### config.mk
export PLATFORM = sky130hd
export DESIGN_NAME = puf_uart_bridge
export DESIGN_NICKNAME = d
export VERILOG_FILES = /design/src/rtl/puf_bridge_pkg.sv /design/src/rtl/puf_uart_bridge_tx_seq.sv /design/src/rtl/puf_uart_bridge.sv
export SDC_FILE = /design/constraint.sdc
export NUM_CORES = 1
export LEC_CHECK = 0
export CAP_MARGIN = 25
export CORE_ASPECT_RATIO = 1.2
export CORE_MARGIN = 2
export CORE_UTILIZATION = 40
export DETAILED_ROUTE_END_ITERATION = 10
export HOLD_SLACK_MARGIN = 0.12
export PLACE_DENSITY = 0.71
export SYNTH_ARGS = -nofsm -noshare
export SYNTH_HDL_FRONTEND = slang
export SYNTH_HIERARCHICAL = 1
export SYNTH_SLANG_ARGS = --single-unit
### constraint.sdc
create_clock -name clk -period 4.9 [get_ports clk]
set_input_delay 0.49 -clock clk [delete_from_list [all_inputs] [get_ports clk]]
set_output_delay 0.49 -clock clk [all_outputs]
set_load 0.03 [all_outputs]
### src/rtl/puf_bridge_pkg.sv
// Shared state encoding and default framing bytes for the PUF/UART command bridge.
package puf_bridge_pkg;

    typedef enum logic [2:0] {
        IDLE       = 3'd0,
        RX_CHAL    = 3'd1,
        ISSUE      = 3'd2,
        WAIT_RESP  = 3'd3,
        TX_LOAD    = 3'd4,
        TX_WAIT_LO = 3'd5,
        TX_WAIT_HI = 3'd6
    } state_t;

    localparam logic [7:0] HDR_REQ_DEF = 8'hA5;
    localparam logic [7:0] HDR_RSP_DEF = 8'h5A;

endpackage

### src/rtl/puf_uart_bridge_tx_seq.sv
// One-byte UART send handshake: load on tx_ready, pulse tx_start, then wait for the
// transmitter to go busy and idle again. tx_data is held from tx_start until done.
module puf_tx_seq
    import puf_bridge_pkg::*;
(
    input  logic       clk,
    input  logic       rst_n,
    input  logic [7:0] byte_in,
    input  logic       go,
    input  logic       tx_ready,
    output logic [7:0] tx_data,
    output logic       tx_start,
    output logic       done,
    output logic [2:0] seq_state
);

    state_t st;

    // done is combinational so the caller can chain the next byte (or go idle) on the same edge.
    assign done      = (st == TX_WAIT_HI) && tx_ready;
    assign seq_state = st;

    always_ff @(posedge clk or negedge rst_n) begin
        if (!rst_n) begin
            st       <= IDLE;
            tx_data  <= 8'h00;
            tx_start <= 1'b0;
        end else begin
            tx_start <= 1'b0;
            case (st)
                IDLE: begin
                    if (go) st <= TX_LOAD;
                end
                TX_LOAD: begin
                    if (tx_ready) begin
                        tx_data  <= byte_in;
                        tx_start <= 1'b1;
                        st       <= TX_WAIT_LO;
                    end
                end
                TX_WAIT_LO: begin
                    if (!tx_ready) st <= TX_WAIT_HI;
                end
                TX_WAIT_HI: begin
                    if (tx_ready) st <= go ? TX_LOAD : IDLE;
                end
                default: st <= IDLE;
            endcase
        end
    end

endmodule

### src/rtl/puf_uart_bridge.sv
// Host-side bridge: frames a challenge from UART bytes, hands it to the PUF core,
// and returns the captured response as a header-prefixed reply through the UART.
module puf_uart_bridge
    import puf_bridge_pkg::*;
#(
    parameter int         CHAL_BYTES = 8,
    parameter int         RESP_BYTES = 4,
    parameter int         RX_TIMEOUT = 5000,
    parameter logic [7:0] HDR_REQ    = HDR_REQ_DEF,
    parameter logic [7:0] HDR_RSP    = HDR_RSP_DEF
) (
    input  logic                    clk,
    input  logic                    rst_n,
    input  logic [7:0]              rx_data,
    input  logic                    rx_rdy,
    input  logic                    rx_err,
    output logic [7:0]              tx_data,
    output logic                    tx_start,
    input  logic                    tx_ready,
    output logic [8*CHAL_BYTES-1:0] chal,
    output logic                    chal_valid,
    input  logic                    chal_ready,
    input  logic [8*RESP_BYTES-1:0] resp,
    input  logic                    resp_valid,
    output logic                    busy,
    output logic                    frame_err,
    output logic [2:0]              dbg_state
);

    localparam int TW  = $clog2(RX_TIMEOUT) + 1;
    localparam int TXW = 5;

    state_t                  state;
    logic [3:0]              chal_idx;
    logic [TW-1:0]           tmo;
    logic [TXW-1:0]          tx_idx;
    logic [8*RESP_BYTES-1:0] reply;
    logic [7:0]              tx_byte;
    logic                    tx_go;
    logic                    tx_done;
    logic                    tx_last;
    logic [2:0]              seq_state;

    // Reply byte 0 is the header; bytes 1..RESP_BYTES are response bytes, LSB first.
    always_comb begin
        tx_byte = HDR_RSP;
        for (int k = 0; k < RESP_BYTES; k++) begin
            if (tx_idx == TXW'(k + 1)) tx_byte = reply[8*k +: 8];
        end
    end

    assign tx_last = (tx_idx == TXW'(RESP_BYTES));
    assign tx_go   = ((state == WAIT_RESP) && resp_valid) ||
                     ((state == TX_LOAD) && tx_done && !tx_last);

    // While sending, the top sits in TX_LOAD and the sequencer holds the fine-grained state.
    assign dbg_state = (state == TX_LOAD) ? seq_state : state;

    always_ff @(posedge clk or negedge rst_n) begin
        if (!rst_n) begin
            state      <= IDLE;
            chal       <= '0;
            chal_valid <= 1'b0;
            busy       <= 1'b0;
            frame_err  <= 1'b0;
            reply      <= '0;
            chal_idx   <= '0;
            tmo        <= '0;
            tx_idx     <= '0;
        end else begin
            frame_err <= 1'b0;
            case (state)
                IDLE: begin
                    if (rx_rdy && rx_data == HDR_REQ) begin
                        state    <= RX_CHAL;
                        busy     <= 1'b1;
                        chal_idx <= '0;
                        tmo      <= '0;
                    end
                end
                RX_CHAL: begin
                    if (rx_err) begin
                        state     <= IDLE;
                        busy      <= 1'b0;
                        frame_err <= 1'b1;
                    end else if (rx_rdy) begin
                        for (int k = 0; k < CHAL_BYTES; k++) begin
                            if (chal_idx == 4'(k)) chal[8*k +: 8] <= rx_data;
                        end
                        tmo <= '0;
                        if (chal_idx == 4'(CHAL_BYTES - 1)) begin
                            state      <= ISSUE;
                            chal_valid <= 1'b1;
                        end else begin
                            chal_idx <= chal_idx + 4'd1;
                        end
                    end else if (tmo == TW'(RX_TIMEOUT - 1)) begin
                        state     <= IDLE;
                        busy      <= 1'b0;
                        frame_err <= 1'b1;
                    end else begin
                        tmo <= tmo + 1'b1;
                    end
                end
                ISSUE: begin
                    if (chal_ready) begin
                        chal_valid <= 1'b0;
                        state      <= WAIT_RESP;
                    end
                end
                WAIT_RESP: begin
                    if (resp_valid) begin
                        reply  <= resp;
                        tx_idx <= '0;
                        state  <= TX_LOAD;
                    end
                end
                TX_LOAD: begin
                    if (tx_done) begin
                        if (tx_last) begin
                            state <= IDLE;
                            busy  <= 1'b0;
                        end else begin
                            tx_idx <= tx_idx + 1'b1;
                        end
                    end
                end
                default: state <= IDLE;
            endcase
        end
    end

    puf_tx_seq u_tx_seq (
        .clk       (clk),
        .rst_n     (rst_n),
        .byte_in   (tx_byte),
        .go        (tx_go),
        .tx_ready  (tx_ready),
        .tx_data   (tx_data),
        .tx_start  (tx_start),
        .done      (tx_done),
        .seq_state (seq_state)
    );

endmodule
Word-level counts from Yosys, hierarchy flattened. Cells that the tools add are included.

Reductions and logical operators: 31. Equality and inequality tests: 39. Add/sub/neg operators: 3. Bitwise operators: 1. Muxes and demuxes: 53.

Operators with widths (number): two-way mux 14 bit (4); two-way mux 3 bit (15); AND reduction 4 bit (11); two-way mux 8 bit (4); one-hot mux 14 bit (2 select lines) (1); inequality test 2 bit, second input constant (13); equality test 4 x 3 -> 1 bit, second input constant (4); two-way mux 1 bit (16); two-way mux 4 bit (4); two-way mux 5 bit (3); one-hot mux 3 bit (5 select lines) (1); adder 14 x 1 -> 14 bit, second input constant (1); equality test 14 x 13 -> 1 bit, second input constant (1); equality test 3 bit, second input constant (4); one-hot mux 3 bit (4 select lines) (1); equality test 5 x 2 -> 1 bit, second input constant (2); one-hot mux 5 bit (2 select lines) (1); AND reduction 5 bit (2); inequality test 3 bit, second input constant (3); equality test 4 x 2 -> 1 bit, second input constant (2); equality test 8 bit, second input constant (1); inequality test 4 bit, second input constant (2); one-hot mux 4 bit (2 select lines) (1); AND reduction 7 bit (1); 20 further kinds (29).

Bits in registers: 137. Output and inout bits: 79. Input port bits: 47. Logic and storage cells: 146.

Longest topological paths before layout.
Word-level depth: 8. Depth in mapped cells: 7. Depth with buffers taken out: 7.

Hierarchy. Netlist, hierarchy kept.

Modules (own cells, without submodules): puf_uart_bridge (seq. area each 3128.0 um2, cells an instance 438, times used 1, area each 5599.1 um2); puf_tx_seq (seq. area each 300.3 um2, cells an instance 31, times used 1, area each 471.7 um2).

Worst setup path before layout. Ideal clock, no wire load.

Kind: input to register. Start point: in rx_err. End point: reg chal[11]. Setup time: 128 ps. Data required time: 4772 ps. Arrival: 1912 ps. Slack: 2861 ps. Stages on the path: 4. Cells stage by stage: or4b_1 nor4b_4 nand2_2 mux2_1.

Longest elaborated chain between the ends: 2.

RTL lines: from (decl) (line puf_uart_bridge.sv:16) `input logic rx_err,`; NOT 1 bit (no source line); AND reduction 4 bit (no source line); to (signal, indexed assignment) (line puf_uart_bridge.sv:88) `if (chal_idx == 4'(k)) chal[8*k +: 8] <= rx_data;`; to (decl) (line puf_uart_bridge.sv:20) `output logic [8*CHAL_BYTES-1:0] chal,`.

No other way between the ends. A chain may end at the register's enable or synchronous reset.

Worst setup path after layout.
Start point: reg state[2]. End point: reg chal[58].

Longest elaborated chain between the ends: 2.

RTL lines: from (decl) (line puf_uart_bridge.sv:33) `state_t state;`; from (signal assigned) (line puf_uart_bridge.sv:61) `state <= IDLE;`; from (signal assigned) (line puf_uart_bridge.sv:75) `state <= RX_CHAL;`; from (signal assigned) (line puf_uart_bridge.sv:83) `state <= IDLE;`; equality test 3 x 1 -> 1 bit (line puf_uart_bridge.sv:72) `case (state)`; AND reduction 4 bit (no source line).

No other way between the ends.

==> impl_summary.md <==
Status
The flow ran to the end, and the final reports show no timing, DRC or antenna violations.

Timing
The headroom to the max-slew limit is 0.400. Setup repair after global routing left no endpoint under its margin. The final max-slew violation count is 0. Clock skew on the completed layout was measured at 0.00914 ns. The final worst-path setup slack is 2.27 ns.

In the final timing run, aggregate negative setup slack is 0 ns. Static timing analysis puts the maximum clock frequency at 380 MHz. The number of failing hold endpoints at the final stage came to 0. The final clock period utilization by the worst path is 0.537. The pin slew with the least headroom to its limit is 0.887 ns. The smallest clock period supported by the final layout is computed as 2.63 ns. The number of setup violations in the final report is 0.

Synth
The register area share after synthesis is 0.565. Counting instances in the post-synthesis netlist gives the leading cell types as sky130_fd_sc_hd__dfrtp_1, sky130_fd_sc_hd__mux2_2, sky130_fd_sc_hd__a31oi_1, sky130_fd_sc_hd__nand2_1, sky130_fd_sc_hd__o21ai_0. The portion of synthesized cell area occupied by the leading cell type is 0.565. The cell with the most instances after synthesis is sky130_fd_sc_hd__dfrtp_1.

The synthesized design contains 137 register bits. The number of enable flip-flop cells after synthesis is 0. Summing every instance area after synthesis gives 0.00607 mm2. Each instance of the synthesized netlist takes up on average 12.9 um2.

The post-synthesis async set-or-reset flop share is 1.00. Yosys mapped the design onto 51 distinct sky130hd cell types. Yosys attributes the largest share of cell area to sky130_fd_sc_hd__dfrtp_1, sky130_fd_sc_hd__mux2_2, sky130_fd_sc_hd__a31oi_1. The most frequently used flop master after synthesis is sky130_fd_sc_hd__dfrtp_1. The synthesis warning total is 6. The largest total area in the synthesized netlist belongs to sky130_fd_sc_hd__dfrtp_1. The cell count after synthesis is 469. The synthesized net count is 525.

Routing
The number of DRC markers in iteration 0 is 169. The detailed router placed 4,429 vias in this run. The total routed wirelength is 14,900 um. For this run, the detailed router's first-pass iteration total came to 4. After detailed routing, the average wire length per cell comes to 18.2 um. Once detail routing completed, the nets flagged for antenna violations numbered 0. In the routed design, unresolved DRC markers number 0. Using the TritonRoute via totals, the vias-per-cell ratio works out to 5.40.

Power and ir drop
VDD sags by at most 0.221 mV. The cell-internal power is 1.93 mW. The clock group share of total power is 0.470. The share of power burned in registers is 0.463.

The net switching fraction of the power is 0.239. The portion of total power attributed to combinational logic is 0.067. Summed over all cells, the static leakage comes to 3.70 nW. Overall power consumption after layout is estimated at 2.53 mW. In this run the power spent charging and discharging nets is 0.605 mW.

The power density over cell area is 312 mW/mm2.

Clock tree
After clock tree synthesis, the clock-pin slew on the worst setup and hold paths is 0.06 ns. The library cell used as clock root buffer is sky130_fd_sc_hd__clkbuf_16. Counting along the longest clock path gives a buffer depth of 2.

The clock tree from TritonCTS is built. The level count of the clock H-tree is 4. The number of gates resized after CTS was 0. The clock net in this run drives a total of 137 sinks. The number of setup buffers added after CTS is 0.

Clock latency on the worst-skew pair, taken at its later pin, is 0.42 ns. Counting the buffers created by CTS gives 17. Buffers inserted to repair hold after CTS numbered 0.

Die
In this run the core area contains 49 standard-cell rows. In this run the horizontal extent of the chip is 116 um. The core region is 0.0149 mm2. The die covers 0.0162 mm2. The top-level I/O count is 126. The die is 139 um tall.

For this configuration, the core starts out at a cell density of 0.407.

Placement
The worst setup slack before clock tree synthesis is 1.96 ns. Port buffering added 125 buffers. The final weighted congestion in routability-driven placement is 0.831. After legalization and detailed placement, the total HPWL measured 10,500 um.

Worst setup path
The startpoint of the worst register-to-register path is state[2]$_DFFE_PN0P_. The required time at the endpoint of the critical path is 5.20 ns. Data arrives at the worst endpoint at 2.93 ns.

STA classifies the critical path startpoint as a flop. The worst register-to-register path has a depth of 3. The path type of the worst setup path is reg -> reg. The beginning of the critical path is state[2]$_DFFE_PN0P_. The critical path endpoint category is a flop.

The maximum fanout along the worst path is 16.

Global route
The initial antenna violation count is 0. The total overflow left after global routing is 0. The via count of the first global-routing pass is 4,704. The first global-routing pass estimated 24,400 um of wire.

The global-route usage over all layers is 0.196. The maximum number of pins on one net before global-route repair is 89.

Final layout
The final net count is 659. For this run, the share of the core covered by cells in the final layout is 0.544. The antenna cell count is 0. The fraction of layout cells with a size suffix above 1 is 0.245. The layout-stage area growth over the synthesis result is 33.6%.

Hold path
The path category of the worst min-delay check is in -> async.

Job
The count of max-cap constraint violations is 0.
## power groups by stage
| stage | logic (mW) | registers [mW] | clock network, mW |
|---|---|---|---|
| finish | 0.169 | 1.17 | 1.19 |
| CTS | 0.172 | 1.17 | 1.22 |
| global placement | 0.167 | 1.19 | 0 |
| global route | 0.183 | 1.18 | 1.26 |
| detailed placement | 0.171 | 1.19 | 0 |
| floorplan | 0.0532 | 1.21 | 0 |
## final timing paths
kind                                                   endpoint  slack, ns
min in group clk                            tmo[13]$_DFFE_PN0P_       0.50
worst max register to register             chal[58]$_DFFE_PN0P_       2.27
worst max-delay path                       chal[58]$_DFFE_PN0P_       2.27
worst min register to register              tmo[13]$_DFFE_PN0P_       0.50
max in group asynchronous                  state[1]$_DFFE_PN0P_       3.61
worst min-delay path            u_tx_seq/tx_data[4]$_DFFE_PN0P_       0.13
## layout by cell type, fill, tap and decap left out, types with 6 or more instances in the layout
cell / n
sky130_fd_sc_hd__clkbuf_16: 17
sky130_fd_sc_hd__inv_1: 11
sky130_fd_sc_hd__nand2b_1: 8
sky130_fd_sc_hd__nand3_1: 10
sky130_fd_sc_hd__nor4b_1: 6
sky130_fd_sc_hd__mux2_2: 103
sky130_fd_sc_hd__a31oi_1: 23
sky130_fd_sc_hd__nand4_1: 9
sky130_fd_sc_hd__ha_1: 9
sky130_fd_sc_hd__o21ai_0: 13
sky130_fd_sc_hd__clkdlybuf4s50_1: 124
sky130_fd_sc_hd__dfrtp_1: 137
sky130_fd_sc_hd__nand2_1: 21
sky130_fd_sc_hd__nand2_2: 7
sky130_fd_sc_hd__a21oi_1: 7
sky130_fd_sc_hd__nor2_1: 10
## area by class of cell
type | count | area (um2)
Fill cell | 1277 | 6790
Sequential cell | 137 | 3430
Multi-Input combinational cell | 306 | 2540
Timing Repair Buffer | 130 | 1290
Clock buffer | 18 | 429
Tap cell | 204 | 255
Clock inverter | 14 | 123
Inverter | 11 | 41.3
## per-stage QoR
step	instances	hold slack, ns	cell area, um2
2_1_floorplan	469	0.194	6070
3_3_place_gp	787	0.476	7550
3_5_place_dp	788	0.481	7560
4_1_cts	820	0.163	8110
5_1_grt	820	0.184	8110
6_report	820	0.132	8110
## cell families after synthesis
| kind of cell | after synthesis | share of synthesized area |
|---|---|---|
| flops | 137 | 0.565 |
| simple gates | 113 | 0.116 |
| mux | 108 | 0.200 |
| compound gates | 72 | 0.0791 |
| buf+inv | 26 | 0.0161 |
| fa+ha+maj | 9 | 0.0185 |
| xor+xnor | 4 | 0.00577 |
## registers in the layout, summed over array words and instances, names as in the netlist, 3 cells and up
register            cells
chal                   64
reply                  32
tmo                    14
u_tx_seq/tx_data        8
tx_idx                  5
chal_idx                4
state                   3
u_tx_seq/seq_state      3
## metal layers
metal	part of all wire	wire length, um	GRT usage
met5	0	0	0
met1	0.39	5880	0.229
met3	0.049	726	0.0516
met4	0.032	472	0.0934
met2	0.53	7830	0.331
## worst max-delay path, stage by stage (launching register included)
cell	delay, ns
sky130_fd_sc_hd__dfrtp_1	0.53
sky130_fd_sc_hd__nor4b_1	0.84
sky130_fd_sc_hd__nand3_1	0.66
sky130_fd_sc_hd__mux2_2	0.48
No activity file was read; power rests on OpenSTA's default activity.
